File: config.mk
export PLATFORM = sky130hd
export DESIGN_NAME = score_add_sequencer
export DESIGN_NICKNAME = d
export VERILOG_FILES = /design/src/rtl/score_pkg.sv /design/src/rtl/score_bcd_digit_add.sv /design/src/rtl/score_add_sequencer.sv
export SDC_FILE = /design/constraint.sdc
export NUM_CORES = 1
export LEC_CHECK = 0
export CAP_MARGIN = 40
export CORE_MARGIN = 3
export CORE_UTILIZATION = 35
export CTS_BUF_LIST = sky130_fd_sc_hd__clkbuf_16
export CTS_CLUSTER_DIAMETER = 40
export CTS_CLUSTER_SIZE = 25
export DETAILED_ROUTE_END_ITERATION = 10
export PLACE_DENSITY_LB_ADDON = 0.05
export SLEW_MARGIN = 10
export SYNTH_ARGS = -nofsm -noshare
export SYNTH_HDL_FRONTEND = slang
export SYNTH_SLANG_ARGS = --single-unit
File: constraint.sdc
create_clock -name clk -period 5.3 [get_ports clk]
set_clock_uncertainty 0.2 [all_clocks]
set_input_delay 0.53 -clock clk [delete_from_list [all_inputs] [get_ports clk]]
set_output_delay 0.53 -clock clk [all_outputs]
set_load 0.02 [all_outputs]
File: src/rtl/score_pkg.sv
// Shared types and constants for the BCD score sequencer.
package score_pkg;

    // One BCD digit.
    typedef logic [3:0] bcd_digit_t;

    // Sequencer states.
    typedef enum logic [1:0] {
        ST_IDLE   = 2'd0,
        ST_ADD    = 2'd1,
        ST_COMMIT = 2'd2
    } state_t;

    // Round-robin pointer encoding.
    localparam logic RR_CLR  = 1'b0;
    localparam logic RR_DROP = 1'b1;

    // Line-clear award table, as two BCD digits.
    localparam logic [7:0] CLR_AWARD_1 = 8'h01;
    localparam logic [7:0] CLR_AWARD_2 = 8'h04;
    localparam logic [7:0] CLR_AWARD_3 = 8'h09;
    localparam logic [7:0] CLR_AWARD_4 = 8'h16;

    // Map a line count to its BCD award; counts outside 1..4 score nothing.
    function automatic logic [7:0] clr_award(input logic [2:0] lines);
        case (lines)
            3'd1:    return CLR_AWARD_1;
            3'd2:    return CLR_AWARD_2;
            3'd3:    return CLR_AWARD_3;
            3'd4:    return CLR_AWARD_4;
            default: return 8'h00;
        endcase
    endfunction

endpackage

File: src/rtl/score_bcd_digit_add.sv
// Single-digit BCD adder with carry; purely combinational.
module score_bcd_digit_add
    import score_pkg::*;
(
    input  bcd_digit_t a,
    input  bcd_digit_t b,
    input  logic       cin,
    output bcd_digit_t sum,
    output logic       cout
);

    logic [4:0] t;

    // Binary sum first; anything above 9 is corrected by adding 6.
    assign t    = {1'b0, a} + {1'b0, b} + {4'b0000, cin};
    assign cout = (t > 5'd9);
    assign sum  = cout ? (t[3:0] + 4'd6) : t[3:0];

endmodule

File: src/rtl/score_add_sequencer.sv
// Digit-serial BCD score controller: arbitrates two award sources and walks one
// shared BCD digit adder across the score, LSD first, then commits the result.
module score_add_sequencer
    import score_pkg::*;
#(
    parameter int NUM_DIGITS = 4
) (
    input  logic                    clk,
    input  logic                    rst,
    input  logic                    clr_valid,
    input  logic [2:0]              clr_lines,
    output logic                    clr_ready,
    input  logic                    drop_valid,
    input  logic [7:0]              drop_pts,
    output logic                    drop_ready,
    input  logic                    score_clear,
    output logic [4*NUM_DIGITS-1:0] score,
    output logic                    busy,
    output logic                    done,
    output logic                    overflow
);

    localparam int             W         = 4 * NUM_DIGITS;
    localparam logic [2:0]     LAST_IDX  = 3'(NUM_DIGITS - 1);
    localparam logic [W-1:0]   ALL_NINES = {NUM_DIGITS{4'h9}};

    state_t         state_q, state_d;
    logic [2:0]     idx_q, idx_d;
    logic           carry_q, carry_d;
    logic [7:0]     addend_q, addend_d;
    logic [W-1:0]   work_q, work_d;
    logic [W-1:0]   score_q, score_d;
    logic           ovf_q, ovf_d;
    logic           rr_q, rr_d;

    logic           grant_clr;
    logic           grant_drop;
    bcd_digit_t     dig_sum;
    logic           dig_cout;
    logic [W-1:0]   work_shifted;

    // The one adder: current LSD of the work register plus current addend digit.
    score_bcd_digit_add u_digit_add (
        .a    (work_q[3:0]),
        .b    (addend_q[3:0]),
        .cin  (carry_q),
        .sum  (dig_sum),
        .cout (dig_cout)
    );

    // New digit enters at the top so after NUM_DIGITS shifts the order is restored.
    assign work_shifted = {dig_sum, work_q[W-1:4]};

    // Round-robin grant; only offered in IDLE and never during a clear.
    always_comb begin
        grant_clr  = 1'b0;
        grant_drop = 1'b0;
        if (state_q == ST_IDLE && !score_clear) begin
            grant_clr  = clr_valid  && (!drop_valid || rr_q == RR_CLR);
            grant_drop = drop_valid && (!clr_valid  || rr_q == RR_DROP);
        end
    end

    assign clr_ready  = grant_clr;
    assign drop_ready = grant_drop;

    // Next-state logic; score_clear overrides everything else.
    always_comb begin
        state_d  = state_q;
        idx_d    = idx_q;
        carry_d  = carry_q;
        addend_d = addend_q;
        work_d   = work_q;
        score_d  = score_q;
        ovf_d    = ovf_q;
        rr_d     = rr_q;
        if (score_clear) begin
            state_d = ST_IDLE;
            score_d = '0;
            ovf_d   = 1'b0;
        end else begin
            case (state_q)
                ST_IDLE: begin
                    if (grant_clr || grant_drop) begin
                        addend_d = grant_clr ? clr_award(clr_lines) : drop_pts;
                        work_d   = score_q;
                        idx_d    = '0;
                        carry_d  = 1'b0;
                        rr_d     = grant_clr ? RR_DROP : RR_CLR;
                        state_d  = ST_ADD;
                    end
                end
                ST_ADD: begin
                    work_d   = work_shifted;
                    addend_d = {4'h0, addend_q[7:4]};
                    carry_d  = dig_cout;
                    idx_d    = idx_q + 3'd1;
                    if (idx_q == LAST_IDX) begin
                        // Score is loaded on entry to COMMIT so it and done are visible together.
                        state_d = ST_COMMIT;
                        if (dig_cout) begin
                            score_d = ALL_NINES;
                            ovf_d   = 1'b1;
                        end else begin
                            score_d = work_shifted;
                        end
                    end
                end
                ST_COMMIT: state_d = ST_IDLE;
                default:   state_d = ST_IDLE;
            endcase
        end
    end

    // State registers with asynchronous reset.
    always_ff @(posedge clk or posedge rst) begin
        if (rst) begin
            state_q  <= ST_IDLE;
            idx_q    <= '0;
            carry_q  <= 1'b0;
            addend_q <= '0;
            work_q   <= '0;
            score_q  <= '0;
            ovf_q    <= 1'b0;
            rr_q     <= RR_CLR;
        end else begin
            state_q  <= state_d;
            idx_q    <= idx_d;
            carry_q  <= carry_d;
            addend_q <= addend_d;
            work_q   <= work_d;
            score_q  <= score_d;
            ovf_q    <= ovf_d;
            rr_q     <= rr_d;
        end
    end

    assign score    = score_q;
    assign overflow = ovf_q;
    assign busy     = (state_q != ST_IDLE);
    assign done     = (state_q == ST_COMMIT);

endmodule

Word-level counts from Yosys, hierarchy flattened
Index checks and enable logic that the tools add are counted.

cells by class
  $lt $le $gt $ge = 1
  add/sub/neg operators = 4
  mux-type cells = 26
  reductions and logical operators = 20
  equal/unequal tests = 10
  bitwise operators = 2

operators with widths
  cell                                                                   number
  16-bit two-way mux                                                     5
  16-bit case mux with 2 select lines                                    1
  5-bit case mux with 4 select lines                                     1
  8-bit two-way mux                                                      2
  8-bit case mux with 2 select lines                                     1
  2-bit nonzero test                                                     5
  3-bit by 2-bit equality test with 1-bit output, second input constant  3
  3-bit AND reduction                                                    3
  1-bit two-way mux                                                      8
  2-bit two-way mux                                                      3
  3-bit case mux with 2 select lines                                     1
  4-bit by 4-bit adder with 5-bit output                                 1
  5-bit by 1-bit adder with 5-bit output                                 1
  5-bit by 4-bit > comparator with 1-bit output, second input constant   1
  4-bit by 3-bit adder with 4-bit output, second input constant          1
  4-bit two-way mux                                                      1
  2-bit case mux with 2 select lines                                     1
  2-bit AND reduction                                                    2
  3-bit by 1-bit adder with 3-bit output, second input constant          1
  3-bit by 1-bit equality test with 1-bit output, second input constant  1
  3-bit equality test, second input constant                             1
  1-bit logical AND                                                      3
  1-bit zero test                                                        3
  1-bit logical OR                                                       3
  other kinds (9)                                                        10

storage, ports and cells
  output and inout port bits = 21
  word-level logic and storage cells = 71
  input bits = 16
  register bits after elaboration = 48

Logic depth before layout (Yosys ltp)
  word-level depth = 8
  mapped depth = 12
  depth with buffers taken out = 12

Modules after synthesis
Synthesis repeated with hierarchy kept, for this count alone.

second synthesis, totals
  cells, all modules = 274
  area total of the unflattened synthesis = 2438.6 um^2

modules (own cells, without submodules)
  module               cells each  times used  sequential area each (um^2)  area each (um^2)
  score_add_sequencer  252         1           1201.2                       2227.1
  score_bcd_digit_add  22          1           0.0                          211.5

Worst setup path before layout
OpenSTA, ideal clock, no wires.

  path kind = register to register
  start = register carry_q
  end = register work_q[13]
  slack = 2.329 ns
  arrival time = 2.688 ns
  stages on the path, launching flop included = 13
  setup time = 0.083 ns
  data required time = 5.017 ns
  path buffers = 0
  clock period less this slack = 2.971 ns
  cell sequence = dfrtp_1 > fa_1 > fa_1 > xnor2_1 > ha_1 > and4b_1 > o21ai_2 > nand2_1 > inv_1 > ha_1 > nor2_1 > a21oi_1 > o21ai_0

between the ends
  longest elaborated chain between the ends = 4
  elaborated cells between the ends (all ways) = 5
  classes of those cells = add/sub: 2; order compare: 1; mux: 2

RTL lines
  element                                                                                                  line                                                  RTL
  from (decl)                                                                                              score_add_sequencer.sv:29                             logic carry_q, carry_d;
  from (signal assigned)                                                                                   score_add_sequencer.sv:129                            carry_q <= carry_d;
  5-bit by 1-bit adder with 5-bit output *                                                                 score_bcd_digit_add.sv:15                             assign t = {1'b0, a} + {1'b0, b} + {4'b0000, cin};
  4-bit by 3-bit adder with 4-bit output or 5-bit by 4-bit > comparator with 1-bit output (tied branches)  score_bcd_digit_add.sv:17, score_bcd_digit_add.sv:16
  4-bit two-way mux *                                                                                      score_bcd_digit_add.sv:17                             assign sum = cout ? (t[3:0] + 4'd6) : t[3:0];
  16-bit case mux with 2 select lines *                                                                    score_add_sequencer.sv:82                             case (state_q)
  to (signal assigned)                                                                                     score_add_sequencer.sv:131                            work_q <= work_d;
  to (decl)                                                                                                score_add_sequencer.sv:31                             logic [W-1:0] work_q, work_d;

Every way passes the cells marked *; elsewhere a longest branch is shown, timed or not.
A chain may end at the register's enable or synchronous reset.

Worst setup path after layout
Same ends and word-level chain as after synthesis.

==> out/metrics.yaml <==
cts:
  clock_latency_ns: 0.28
  cts_root_buffer: "clkbuf_16"
  numCtsBuffers: 5
  cts_buffer_depth: 2
  cts_max_level: 2
  clk_pin_slew_ns: 0.07
  cts.sinks: 48
  ctsResizeCount: 0
  cts.hold.buffers_added: 0
  postCtsSetupRepairBufs: 0
  cts_tree: "yes"
worst_setup_path:
  cpMaxStageDelayCell: "fa_1"
  start_kind: "register"
  cp_slowest_stage_delay_ns: 0.46
  cp_top_family: "adder cells"
  critPathBufInv: 1
  cp_data_arrival_time_ns: 3.21
  crit_fanout: 4
  cp.required_ns: 5.30
  cp-end-kind: "register"
  worstSetupPathType: "reg -> reg"
  crit_chain: "fa_1 -> fa_1 -> xnor2_1 -> ha_1 -> and4b_1 -> o21ai_2 -> nand2_1 -> inv_1 -> ha_1 -> nor2_1 -> a21oi_1 -> o21ai_0"
detailed_routing:
  drc_errors: 0
  ant_nets: 0
  dr_total_vias: 1882
  wl_mm: 5.541
  initialDrtViolationCount: 112
  vias_per_cell: 5.331
  drtPass1Iterations: 4
  post_drt_wl_per_cell_um: 15.70
yosys:
  yosys_warnings: 0
  synthFlopType: "dfrtp_1"
  ys_ff_latch: 48
  netlist_area_um2: 2375
  synthDominantCellAreaShare_pct: 50.58
  synthArstFlopShare_pct: 100.0
  syn-num-nets: 266
  synth_top_area_cell: "dfrtp_1"
  avgSynthCellArea_um2: 9.854
  netlist_top_cells_area: "dfrtp_1, nand2_1, a22o_1"
  synth_edf_count: 0
  synth_cell_type_count: 43
  seq_area_frac_synth_pct: 50.58
  postSynthCellCount: 241
timing:
  worst_pin_slew_ns: 0.7953
  hold_violations: 0
  fmax_ghz: 0.3120
  period_share_pct: 60.47
  relSlewSlack_pct: 46.98
  fin_crit_ns: 3.205
  setup_viol: 0
  final.setup.tns_ns: 0
  slew_violations: 0
  rsz0062_at_grt: "no"
pwr:
  p_int_uw: 776.1
  swShare_pct: 31.42
  comb_power_share_pct: 27.6
  clkPwrFrac_pct: 31.7
  switchingPower_uw: 355.6
  pwr_density_cell_nw_per_um2: 376.2
  p_seq_share_pct: 40.7
  cellLeakagePower_uw: 0.001367
  max-vdd-ir-drop_uv: 184.4
die:
  placementRows: 29
  dieWidth_um: 88.37
  ios: 37
  dieArea_um2: 7809
  die_h_um: 88.37
  coreArea_um2: 6459
  initial_utilization_pct: 36.77
global_routing:
  antenna_found_initial: 0
  grt_pass1_vias: 1840
  grt_max_degree: 31
  gr-total-overflow: 0
  grt_use_total_pct: 15.69
  grt_pass1_wl_mm: 9.584
layout:
  nets: 300
  syn2layout_area_growth_pct: 26.66
  final_common_cell: "dfrtp_1"
  layout-drive-gt1-share_pct: 7.609
  layout_common_cells: "dfrtp_1, nand2_1, clkdlybuf4s50_1, nor2_1, a31oi_1"
  fin_cells: 353
  diodes: 0
  fill_cells: 637
worst_hold_path:
  holdCritPathClass: "reg -> reg"
run:
  maxCapViolCount: 0
place:
  gp_congestion: 0.7801
  post-place-cells: 345
  hpwl_mm: 3.854
  io_buffers: 36
outcome:
  outcome: "complete, no violations"
## Yosys cell counts, types with 2 or more instances
cell type   n
and3_1      5
a31oi_1    14
mux2i_1     2
o21ai_0     5
a21o_1      4
inv_1       8
nor2_1     23
xnor2_1     3
nor3_1      2
buf_2       4
dfrtp_1    48
a221o_1     6
o31ai_1     3
ha_1        7
nand3_1     4
a22o_1     11
nand2_1    46
a211oi_1    3
a21oi_1     9
fa_1        2
clkbuf_1    9
or3_1       2
## worst register-to-register path, stage by stage (launching register included)
cell     delay (ns)
dfrtp_1        0.40
fa_1           0.46
fa_1           0.41
xnor2_1        0.30
ha_1           0.27
and4b_1        0.23
o21ai_2        0.17
nand2_1        0.11
inv_1          0.08
ha_1           0.22
nor2_1         0.10
a21oi_1        0.04
o21ai_0        0.13
## power by group through the flow
stage          clock (µW)  sequential, µW  combinational (µW)
6_report              359             460                 312
5_1_grt               385             468                 357
4_1_cts               366             461                 316
3_5_place_dp            0             466                 316
3_3_place_gp            0             467                 310
2_1_floorplan           0             461                 222
## logic make-up after synthesis
| group | synth area share [%] |
|---|---|
| AO/OA/AOI/OAI | 19.13 |
| flip-flops | 50.58 |
| XOR/XNOR | 1.107 |
| multiplexers | 1.317 |
| AND/OR/NAND/NOR | 18.81 |
| adder cells (fa/ha/maj) | 5.374 |
| buffers and inverters | 3.688 |
## routing by layer
layer  vias to the layer above  wire [µm]  GRT usage, %
li1                        928          -             -
met1                       926       2922         24.11
met2                        26       2471         23.52
met3                         2        133         2.793
met4                         0         14         2.473
met5                         -          0             0
## flip-flops by register name, summed over array words and instances (netlist names)
register,flops
overflow,1
idx_q,3
score,16
addend_q,8
state_q,2
carry_q,1
work_q,16
rr_q,1
## area by class of cell
class	count	area (µm²)	share of cell area, %
clock buffer	5	125.1	4.160
multi-input combinational	171	1091	36.27
clock inverter	3	42.54	1.414
inverter	8	30.03	0.9983
sequential	48	1201	39.93
timing repair buffer	41	421.7	14.02
tap	77	96.34	3.203
## through the flow
step	util, %	setup slack, ns	hold slack (ns)	cell area, µm²	power, µW
finish	46.57	2.095	0.2841	3008	1132
CTS	46.57	2.073	0.2856	3008	1143
global placement	43.26	2.134	0.2575	2794	777.2
global route	46.57	1.784	0.2990	3008	1210
detailed placement	43.98	2.095	0.2705	2840	782.2
floorplan	-	2.329	0.2428	2375	683.3
## final timing paths
| path | from | endpoint | slack, ns | cells past startpoint |
|---|---|---|---|---|
| max in group asynchronous | rst | idx_q[0] | 4.03 | 3 |
| setup / recovery | carry_q | work_q[13] | 2.10 | 12 |
| min in group asynchronous | rst | score[5] | 0.36 | 2 |
| hold / removal | addend_q[6] | addend_q[6] | 0.28 | 2 |
| setup reg to reg | carry_q | work_q[13] | 2.10 | 12 |
| hold reg to reg | addend_q[6] | addend_q[6] | 0.28 | 2 |
(Power assumes the default switching activity.)
